`config.mk`:
```
export PLATFORM = sky130hd
export DESIGN_NAME = match_scoreboard
export DESIGN_NICKNAME = d
export VERILOG_FILES = /design/src/rtl/tow_pkg.sv /design/src/rtl/seg7_dec.sv /design/src/rtl/match_scoreboard.sv
export SDC_FILE = /design/constraint.sdc
export NUM_CORES = 1
export LEC_CHECK = 0
export CAP_MARGIN = 20
export CORE_MARGIN = 2
export CORE_UTILIZATION = 52
export CTS_CLUSTER_DIAMETER = 80
export DETAILED_ROUTE_END_ITERATION = 7
export PLACE_DENSITY_LB_ADDON = 0.25
export SYNTH_ARGS = -nofsm -noshare
export SYNTH_HDL_FRONTEND = slang
export SYNTH_HIERARCHICAL = 1
export SYNTH_SLANG_ARGS = --single-unit
export TNS_END_PERCENT = 10
```
`constraint.sdc`:
```
create_clock -name clk -period 2.2 [get_ports clk]
set_input_delay 0.44 -clock clk [delete_from_list [all_inputs] [get_ports clk]]
set_output_delay 0.44 -clock clk [all_outputs]
set_load 0.02 [all_outputs]
```
`src/rtl/tow_pkg.sv`:
```
// Shared types and 7-segment patterns for the tug-of-war datapath.
package tow_pkg;

  typedef enum logic [1:0] {PLAY, ROUND_END, MATCH_OVER} score_state_t;
  typedef enum logic [1:0] {WIN_NONE = 2'b00, WIN_L = 2'b01, WIN_R = 2'b10} winner_t;

  // Wide enough for the largest legal hold (255 cycles).
  localparam int unsigned HoldW = 8;

  // Active-high segments, bit0 = a .. bit6 = g.
  localparam logic [6:0] SEG_0     = 7'b0111111;
  localparam logic [6:0] SEG_1     = 7'b0000110;
  localparam logic [6:0] SEG_2     = 7'b1011011;
  localparam logic [6:0] SEG_3     = 7'b1001111;
  localparam logic [6:0] SEG_4     = 7'b1100110;
  localparam logic [6:0] SEG_5     = 7'b1101101;
  localparam logic [6:0] SEG_6     = 7'b1111101;
  localparam logic [6:0] SEG_7     = 7'b0000111;
  localparam logic [6:0] SEG_8     = 7'b1111111;
  localparam logic [6:0] SEG_9     = 7'b1101111;
  localparam logic [6:0] SEG_BLANK = 7'b0000000;

endpackage

```
`src/rtl/seg7_dec.sv`:
```
// 4-bit binary to 7-segment decoder; digits 0..9, anything above is blank.
module seg7_dec
  import tow_pkg::*;
(
  input  logic [3:0] bin_i,
  output logic [6:0] seg_o
);

  always_comb begin
    seg_o = SEG_BLANK;
    case (bin_i)
      4'd0:    seg_o = SEG_0;
      4'd1:    seg_o = SEG_1;
      4'd2:    seg_o = SEG_2;
      4'd3:    seg_o = SEG_3;
      4'd4:    seg_o = SEG_4;
      4'd5:    seg_o = SEG_5;
      4'd6:    seg_o = SEG_6;
      4'd7:    seg_o = SEG_7;
      4'd8:    seg_o = SEG_8;
      4'd9:    seg_o = SEG_9;
      default: seg_o = SEG_BLANK;
    endcase
  end

endmodule

```
`src/rtl/match_scoreboard.sv`:
```
// Round/match scorer for tug-of-war: detects round wins, holds after each round,
// declares the match winner and drives one score digit per side.
module match_scoreboard
  import tow_pkg::*;
#(
  parameter int unsigned WIN_TARGET  = 5,
  parameter int unsigned SCORE_W     = 4,
  parameter int unsigned HOLD_CYCLES = 4
) (
  input  logic               clk,
  input  logic               reset,
  input  logic               edge_l,
  input  logic               edge_r,
  input  logic               press_l,
  input  logic               press_r,
  input  logic               new_match,
  output logic               play_again,
  output logic [SCORE_W-1:0] score_l,
  output logic [SCORE_W-1:0] score_r,
  output logic               match_over,
  output logic [1:0]         winner,
  output logic [6:0]         hex_l,
  output logic [6:0]         hex_r
);

  localparam logic [SCORE_W-1:0] Target    = SCORE_W'(WIN_TARGET);
  localparam logic [HoldW-1:0]   HoldReload = HoldW'(HOLD_CYCLES - 1);

  score_state_t       state_q, state_d;
  winner_t            winner_q, winner_d;
  logic [SCORE_W-1:0] score_l_q, score_l_d;
  logic [SCORE_W-1:0] score_r_q, score_r_d;
  logic [HoldW-1:0]   cnt_q, cnt_d;
  logic               play_again_q, play_again_d;
  logic               match_over_q, match_over_d;

  logic win_l, win_r;

  // The press terms are mutually exclusive, so at most one side can qualify.
  assign win_l = edge_l & press_l & ~press_r;
  assign win_r = edge_r & press_r & ~press_l;

  always_comb begin
    state_d      = state_q;
    winner_d     = winner_q;
    score_l_d    = score_l_q;
    score_r_d    = score_r_q;
    cnt_d        = cnt_q;
    play_again_d = 1'b0;
    match_over_d = match_over_q;

    if (new_match) begin
      state_d      = PLAY;
      winner_d     = WIN_NONE;
      score_l_d    = '0;
      score_r_d    = '0;
      cnt_d        = '0;
      play_again_d = 1'b1;
      match_over_d = 1'b0;
    end else begin
      unique case (state_q)
        PLAY: begin
          if (win_l) begin
            if (score_l_q < Target) score_l_d = score_l_q + 1'b1;
            cnt_d   = HoldReload;
            state_d = ROUND_END;
          end else if (win_r) begin
            if (score_r_q < Target) score_r_d = score_r_q + 1'b1;
            cnt_d   = HoldReload;
            state_d = ROUND_END;
          end
        end
        ROUND_END: begin
          if (cnt_q != '0) begin
            cnt_d = cnt_q - 1'b1;
          end else if (score_l_q == Target) begin
            state_d      = MATCH_OVER;
            winner_d     = WIN_L;
            match_over_d = 1'b1;
          end else if (score_r_q == Target) begin
            state_d      = MATCH_OVER;
            winner_d     = WIN_R;
            match_over_d = 1'b1;
          end else begin
            state_d      = PLAY;
            play_again_d = 1'b1;
          end
        end
        MATCH_OVER: begin
          match_over_d = 1'b1;
        end
        default: begin
          state_d = PLAY;
        end
      endcase
    end
  end

  always_ff @(posedge clk or negedge reset) begin
    if (!reset) begin
      state_q      <= PLAY;
      winner_q     <= WIN_NONE;
      score_l_q    <= '0;
      score_r_q    <= '0;
      cnt_q        <= '0;
      play_again_q <= 1'b0;
      match_over_q <= 1'b0;
    end else begin
      state_q      <= state_d;
      winner_q     <= winner_d;
      score_l_q    <= score_l_d;
      score_r_q    <= score_r_d;
      cnt_q        <= cnt_d;
      play_again_q <= play_again_d;
      match_over_q <= match_over_d;
    end
  end

  assign play_again = play_again_q;
  assign score_l    = score_l_q;
  assign score_r    = score_r_q;
  assign match_over = match_over_q;
  assign winner     = winner_q;

  seg7_dec u_seg_l (
    .bin_i (4'(score_l_q)),
    .seg_o (hex_l)
  );

  seg7_dec u_seg_r (
    .bin_i (4'(score_r_q)),
    .seg_o (hex_r)
  );

endmodule
```
==> flow_metrics.py, run 1 <==
metrics = {
    "global_routing": {
        "grt_use_total_pct": 22.7,
        "grt_pass1_vias": 1437,
        "antenna_found_initial": 0,
        "grt_pass1_wl_um": 6450,
        "grt_overflow": 0,
        "grt_max_degree": 15,
    },
    "timing": {
        "timing.hold.ws_ns": 0.397,
        "finalCritPeriodShare_pct": 95.2,
        "fin_crit_ns": 2.09,
        "setup_viol": 0,
        "timing.fmax_ghz": 0.478,
        "worst_pin_slew_ns": 0.459,
        "finalHoldViolations": 0,
        "slew_headroom_pct": 69.3,
        "tns_ns": 0,
        "final_max_slew_viol_count": 0,
        "clock_skew_ns": 0.0137,
        "rsz0062_at_grt": "no",
    },
    "final_layout": {
        "drive_gt1_share_pct": 19.4,
        "syn_to_final_growth_pct": 27.0,
        "nets": 260,
        "antennaDiodeCount": 0,
        "fin_cells": 278,
        "n_fill_cell": 267,
        "multi_input_area_um2": 1090,
        "register_area_um2": 554,
    },
    "route": {
        "drt_iter0_drc": 41,
        "dr.pass1.iters": 4,
        "drt-total-wl_um": 4010,
        "avgRoutedWirePerCell_um": 14.4,
        "via_count": 1505,
        "viasPerCell": 5.41,
        "drc": 0,
        "ant_nets": 0,
    },
    "floorplan": {
        "fp.dieH_um": 62.0,
        "dieArea_um2": 3850,
        "rows": 21,
        "io_pins": 33,
        "start_util_pct": 53.3,
        "coreArea_um2": 3280,
        "die_x_um": 62.0,
    },
    "clock_network": {
        "clock_latency_ns": 0.32,
        "cts_htree_levels": 1,
        "clk_transition_reported_paths_ns": 0.13,
        "cts.sinks": 22,
        "ctsHoldBuffers": 0,
        "cts_tree": "built",
        "ctsLongestPathBuffers": 2,
        "ctsRootBufferMaster": "clkbuf_4",
        "post_cts_buffers": 0,
        "numCtsBuffers": 3,
    },
    "min_path": {
        "hold_class": "input port to async pin",
    },
    "synthesis": {
        "yosysSeqAreaShare_pct": 31.4,
        "ys_types": 54,
        "synth_edf_count": 0,
        "synthFlopType": "dfrtp_1",
        "synth.ff_latch_count": 22,
        "syn_inst": 188,
        "synthesis.nets": 215,
        "syn-cell-area_um2": 1750,
        "yosys_warnings": 6,
        "ys_async_sr_fraction_pct": 100,
        "syn_avg_cell_area_um2": 9.32,
    },
    "pwr": {
        "leakagePower_nw": 0.961,
        "ir_drop_uv": 390,
        "p_per_area_nw_per_um2": 485,
    },
    "placement": {
        "dp_hpwl_um": 3170,
        "place_inst": 274,
        "routabilityCongestion": 0.826,
        "numPortBuffers": 32,
    },
    "worst_setup_path": {
        "required_ns": 1.76,
        "end_kind": "output port",
        "path_max_fanout": 4,
        "worstPathArrival_ns": 1.65,
        "critical_path_class": "flop to output port",
        "cp-start-kind": "flop",
    },
    "run": {
        "cap_violations": 0,
    },
    "status": {
        "status": "finished clean",
    },
}
## layer usage
layer	share of wire, %	global-route usage (%)
met1	42	26.5
met2	55	44.6
met3	1.8	1.86
met4	0.90	4.56
met5	0	0
## path summary, 6_finish.rpt
path	end	cells after the start	from	slack (ns)
worst max register to register	cnt_q[5]$_DFFE_PN0P_	6	cnt_q[0]$_DFFE_PN0P_	0.24
worst max-delay path	hex_r[5]	5	score_r[0]$_DFFE_PN0P_	0.11
worst min-delay path	match_over$_DFFE_PN0P_	1	reset	0.40
max in group asynchronous	score_l[3]$_DFFE_PN0P_	2	reset	1.23
worst min register to register	match_over$_DFFE_PN0P_	2	match_over$_DFFE_PN0P_	0.53
min in group clk	match_over$_DFFE_PN0P_	2	match_over$_DFFE_PN0P_	0.53
## through the flow
stage	power [mW]	instance area [um^2]	utilization (%)	setup WS (ns)
final	1.08	2220	67.7	0.107
after global routing	1.14	2220	67.7	0.00110
after CTS	1.09	2230	68.0	0.00240
after detailed placement	0.783	2200	66.9	0.0950
after global placement	0.774	2200	66.9	0.129
after floorplan	0.654	1750	-	0.150
## registers in the layout, summed over array words and instances, names as in the netlist
register,count
cnt_q,8
match_over,1
score_r,4
play_again,1
state_q,2
winner,2
score_l,4
## power by group
group | total (mW) | switching [mW] | internal (mW)
sequential | 0.450 | 0.0255 | 0.425
clock | 0.312 | 0.128 | 0.184
combinational | 0.316 | 0.173 | 0.143
total | 1.08 | 0.326 | 0.752
## cells in the final DEF (no fill, tap or decap), types with 2 or more instances in the layout
| cell type | n |
|---|---|
| nand3_1 | 8 |
| dfrtp_1 | 19 |
| nor3_1 | 7 |
| or3b_2 | 3 |
| a21oi_2 | 3 |
| o31ai_1 | 3 |
| xnor2_1 | 5 |
| nor4_1 | 4 |
| buf_4 | 14 |
| dfrtp_2 | 3 |
| clkbuf_2 | 3 |
| nand3b_1 | 4 |
| o21ba_2 | 2 |
| a21o_1 | 2 |
| nor3b_1 | 2 |
| ha_1 | 20 |
| mux2i_1 | 3 |
| clkdlybuf4s50_1 | 18 |
| a21oi_1 | 9 |
| inv_1 | 19 |
| dlygate4sd2_1 | 10 |
| nor2_1 | 15 |
| o22ai_1 | 6 |
| clkbuf_4 | 3 |
| nand2b_1 | 4 |
| o21ai_0 | 7 |
| nor2b_1 | 3 |
| and3b_1 | 2 |
## Yosys cell counts (2+ instances only)
| cell type | instances | area, um^2 |
|---|---|---|
| o21ai_0 | 7 | 35.0 |
| nor3b_1 | 2 | 15.0 |
| clkbuf_1 | 3 | 11.3 |
| buf_6 | 2 | 22.5 |
| dfrtp_1 | 22 | 551 |
| or3b_2 | 3 | 26.3 |
| nand3_1 | 8 | 40.0 |
| o21ba_2 | 2 | 20.0 |
| a21o_1 | 2 | 15.0 |
| o31ai_1 | 3 | 22.5 |
| ha_1 | 20 | 250 |
| xnor2_1 | 5 | 43.8 |
| nand2b_1 | 4 | 25.0 |
| o22ai_1 | 6 | 37.5 |
| mux2i_1 | 3 | 30.0 |
| inv_1 | 19 | 71.3 |
| nor2_1 | 15 | 56.3 |
| nor2b_1 | 3 | 18.8 |
| and3b_1 | 2 | 17.5 |
| a21oi_1 | 9 | 45.0 |
| a21oi_2 | 3 | 26.3 |
| nand3b_1 | 4 | 30.0 |
| nor4_1 | 4 | 25.0 |
| nor3_1 | 7 | 35.0 |
## worst max-delay path, cell delays in order (launching register included)
cell and delay (ns):
dfrtp_1 0.42, inv_1 0.11, ha_1 0.24, a21oi_2 0.15
o22ai_2 0.09, dlygate4sd2_1 0.33
## logic make-up after synthesis
family / Yosys count / share of synthesized area (%)
and+or+nand+nor: 63 / 22.1
AOI/OAI and AO/OA: 48 / 20.9
buffers and inverters: 26 / 6.50
DFF: 22 / 31.4
adders and majority gates: 20 / 14.3
xor gates and xnor gates: 6 / 3.00
muxes: 3 / 1.71
## cell type report
type	instances	area share [%]
Timing Repair Buffer	46	17.9
Clock inverter	1	1.35
Clock buffer	3	1.01
Sequential cell	22	24.9
Multi-Input combinational cell	140	48.9
Inverter	20	3.37
Tap cell	46	2.59
## timing repair
action | 4_1_cts | 5_1_grt
hold endpoints to repair | 0 | 0
resized for setup | 17 | 10
setup endpoints to repair | 14 | 4
(Power assumes the default switching activity.)
==> run 2: changes to the inputs <==
- CORE_ASPECT_RATIO: default -> 0.8
==> run 2 against run 1 <==
Net effect: clock power decreased by 20%; first-iteration DRC count rose to 2.9 times the previous value; hold slack improved by 0.12 ns; register-to-register slack lost 0.05 ns; clock skew down 0.012 ns; total power shrank 5.5%; via count increased by 4.2%; cell count fell by 2.2%; non-clock buffer count rose by 1; largest cell class unchanged; largest power group unchanged.
==> flow_metrics.py, run 2 (synthesis gave the netlist of run 1 again) <==
metrics = {
    "timing": {
        "final_max_slew_viol_count": 0,
        "setup_slack_ns": 0.133,
        "clock_skew_ns": 0.00169,
        "worst_pin_slew_ns": 0.445,
        "slew_headroom_pct": 70.3,
        "setup_viol": 0,
        "tns_ns": 0,
        "finalHoldViolations": 0,
        "rsz0062_at_grt": "no",
        "timing.fmax_ghz": 0.484,
        "fin_crit_ns": 2.07,
        "finalCritPeriodShare_pct": 94.0,
    },
    "route": {
        "dr.pass1.iters": 4,
        "drc": 0,
        "avgRoutedWirePerCell_um": 15.4,
        "viasPerCell": 5.76,
        "via_count": 1568,
        "drt-total-wl_um": 4180,
        "ant_nets": 0,
        "drt_iter0_drc": 118,
    },
    "floorplan": {
        "rows": 18,
        "start_util_pct": 55.6,
        "io_pins": 33,
        "fp.dieH_um": 55.9,
        "coreArea_um2": 3150,
        "dieArea_um2": 3850,
        "die_x_um": 68.9,
    },
    "worst_setup_path": {
        "end_kind": "output port",
        "cp-start-kind": "flop",
        "reg2reg_from": "cnt_q[0]$_DFFE_PN0P_",
        "required_ns": 1.76,
        "critical_path_class": "flop to output port",
        "startpoint": "score_l[0]$_DFFE_PN0P_",
        "worstPathArrival_ns": 1.63,
        "reg2reg_depth": 5,
        "path_max_fanout": 5,
    },
    "pwr": {
        "power_frac_seq_pct": 44.6,
        "p_comb_share_pct": 30.7,
        "p_sw_mw": 0.332,
        "p_int_mw": 0.687,
        "ir_drop_uv": 431,
        "p_per_area_nw_per_um2": 459,
        "leakagePower_nw": 0.963,
        "switching_share_pct": 32.6,
        "pwr-share-clk_pct": 24.6,
    },
    "final_layout": {
        "utilization_pct": 70.4,
        "regMostFlops": "cnt_q",
        "largest_register_ffs": 8,
        "syn_to_final_growth_pct": 26.7,
        "design_area_um2": 2220,
        "nets": 261,
        "final_common_cell": "dfrtp_1",
        "mostFrequentLayoutCells": "21 x dfrtp_1, 20 x ha_1, 19 x inv_1",
        "drive_gt1_share_pct": 17.7,
        "antennaDiodeCount": 0,
    },
    "min_path": {
        "min_from": "match_over$_DFFE_PN0P_",
        "hold_class": "flop to flop",
        "min_path_cells": 2,
    },
    "clock_network": {
        "cts.sinks": 22,
        "clock_latency_ns": 0.26,
        "numCtsBuffers": 3,
        "ctsLongestPathBuffers": 2,
        "cts_htree_levels": 1,
        "cts_tree": "built",
        "clk_transition_reported_paths_ns": 0.08,
        "ctsRootBufferMaster": "clkbuf_8",
    },
    "global_routing": {
        "antenna_found_initial": 0,
        "grt_max_degree": 23,
        "grt_pass1_wl_um": 7140,
        "grt_overflow": 0,
        "grt_use_total_pct": 23.9,
        "grt_pass1_vias": 1528,
    },
    "placement": {
        "routabilityCongestion": 0.906,
        "numPortBuffers": 32,
        "dp_hpwl_um": 3250,
        "preCtsSetupSlack_ns": 0.0967,
        "dpl_cell_area_um2": 2200,
    },
    "run": {
        "cap_violations": 0,
    },
    "status": {
        "status": "finished clean",
    },
}
[run 2: cell count changes in the layout (fill, tap and decap cells not counted)]
cell,before,now
dfrtp_1,19,21
clkdlybuf4s15_1,1,2
clkbuf_2,3,1
dlygate4sd2_1,10,11
clkbuf_8,0,3
bufinv_16,1,0
clkbuf_4,3,0
dfrtp_2,3,1
buf_4,14,15
[run 2: worst paths after layout]
kind,to,slack (ns)
worst max-delay path,hex_l[1],0.13
worst min-delay path,match_over$_DFFE_PN0P_,0.52
worst max register to register,cnt_q[6]$_DFFE_PN0P_,0.19
worst min register to register,match_over$_DFFE_PN0P_,0.52
max in group asynchronous,score_l[2]$_DFFE_PN0P_,1.42
min in group asynchronous,cnt_q[5]$_DFFE_PN0P_,0.53
[run 2: what timing repair did]
action,4_1_cts,5_1_grt
gates resized for setup,15,5
gates cloned,0,0
setup endpoints to repair,14,3
buffers inserted,0,0
hold buffers,0,0
[run 2: layout make-up]
cell class	instances	area, um^2
inverter	20	75.1
clock buffer	3	41.3
sequential	22	552
timing repair buffer	47	414
tap	40	50.0
fill	255	933
multi-input combinational	140	1090
[run 2: routing by layer]
metal / track usage [%] / part of all wire (%)
met2: 39.6 / 50
met3: 5.26 / 4.8
met1: 32.0 / 44
met4: 4.20 / 1.0
met5: 0 / 0
[run 2: worst max-delay path, cell delays in order (launching register included)]
cell and delay, ns:
dfrtp_1 0.43, inv_1 0.13, ha_1 0.32, o21ai_0 0.16
clkdlybuf4s15_1 0.32
[run 2: metrics by stage]
| stage | power (mW) | std cells | hold slack [ns] |
|---|---|---|---|
| after floorplan | 0.654 | 188 | 0.144 |
| after global placement | 0.770 | 269 | 0.511 |
| after detailed placement | 0.781 | 269 | 0.513 |
| after CTS | 1.02 | 272 | 0.526 |
| after global routing | 1.08 | 272 | 0.562 |
| final | 1.02 | 272 | 0.521 |
[run 2: power groups by stage]
stage               registers (mW)  logic [mW]  clock network [mW]
floorplan                    0.459       0.195                   0
global placement             0.460       0.310                   0
detailed placement           0.462       0.319                   0
CTS                          0.454       0.312               0.259
global route                 0.458       0.344               0.281
finish                       0.455       0.313               0.251
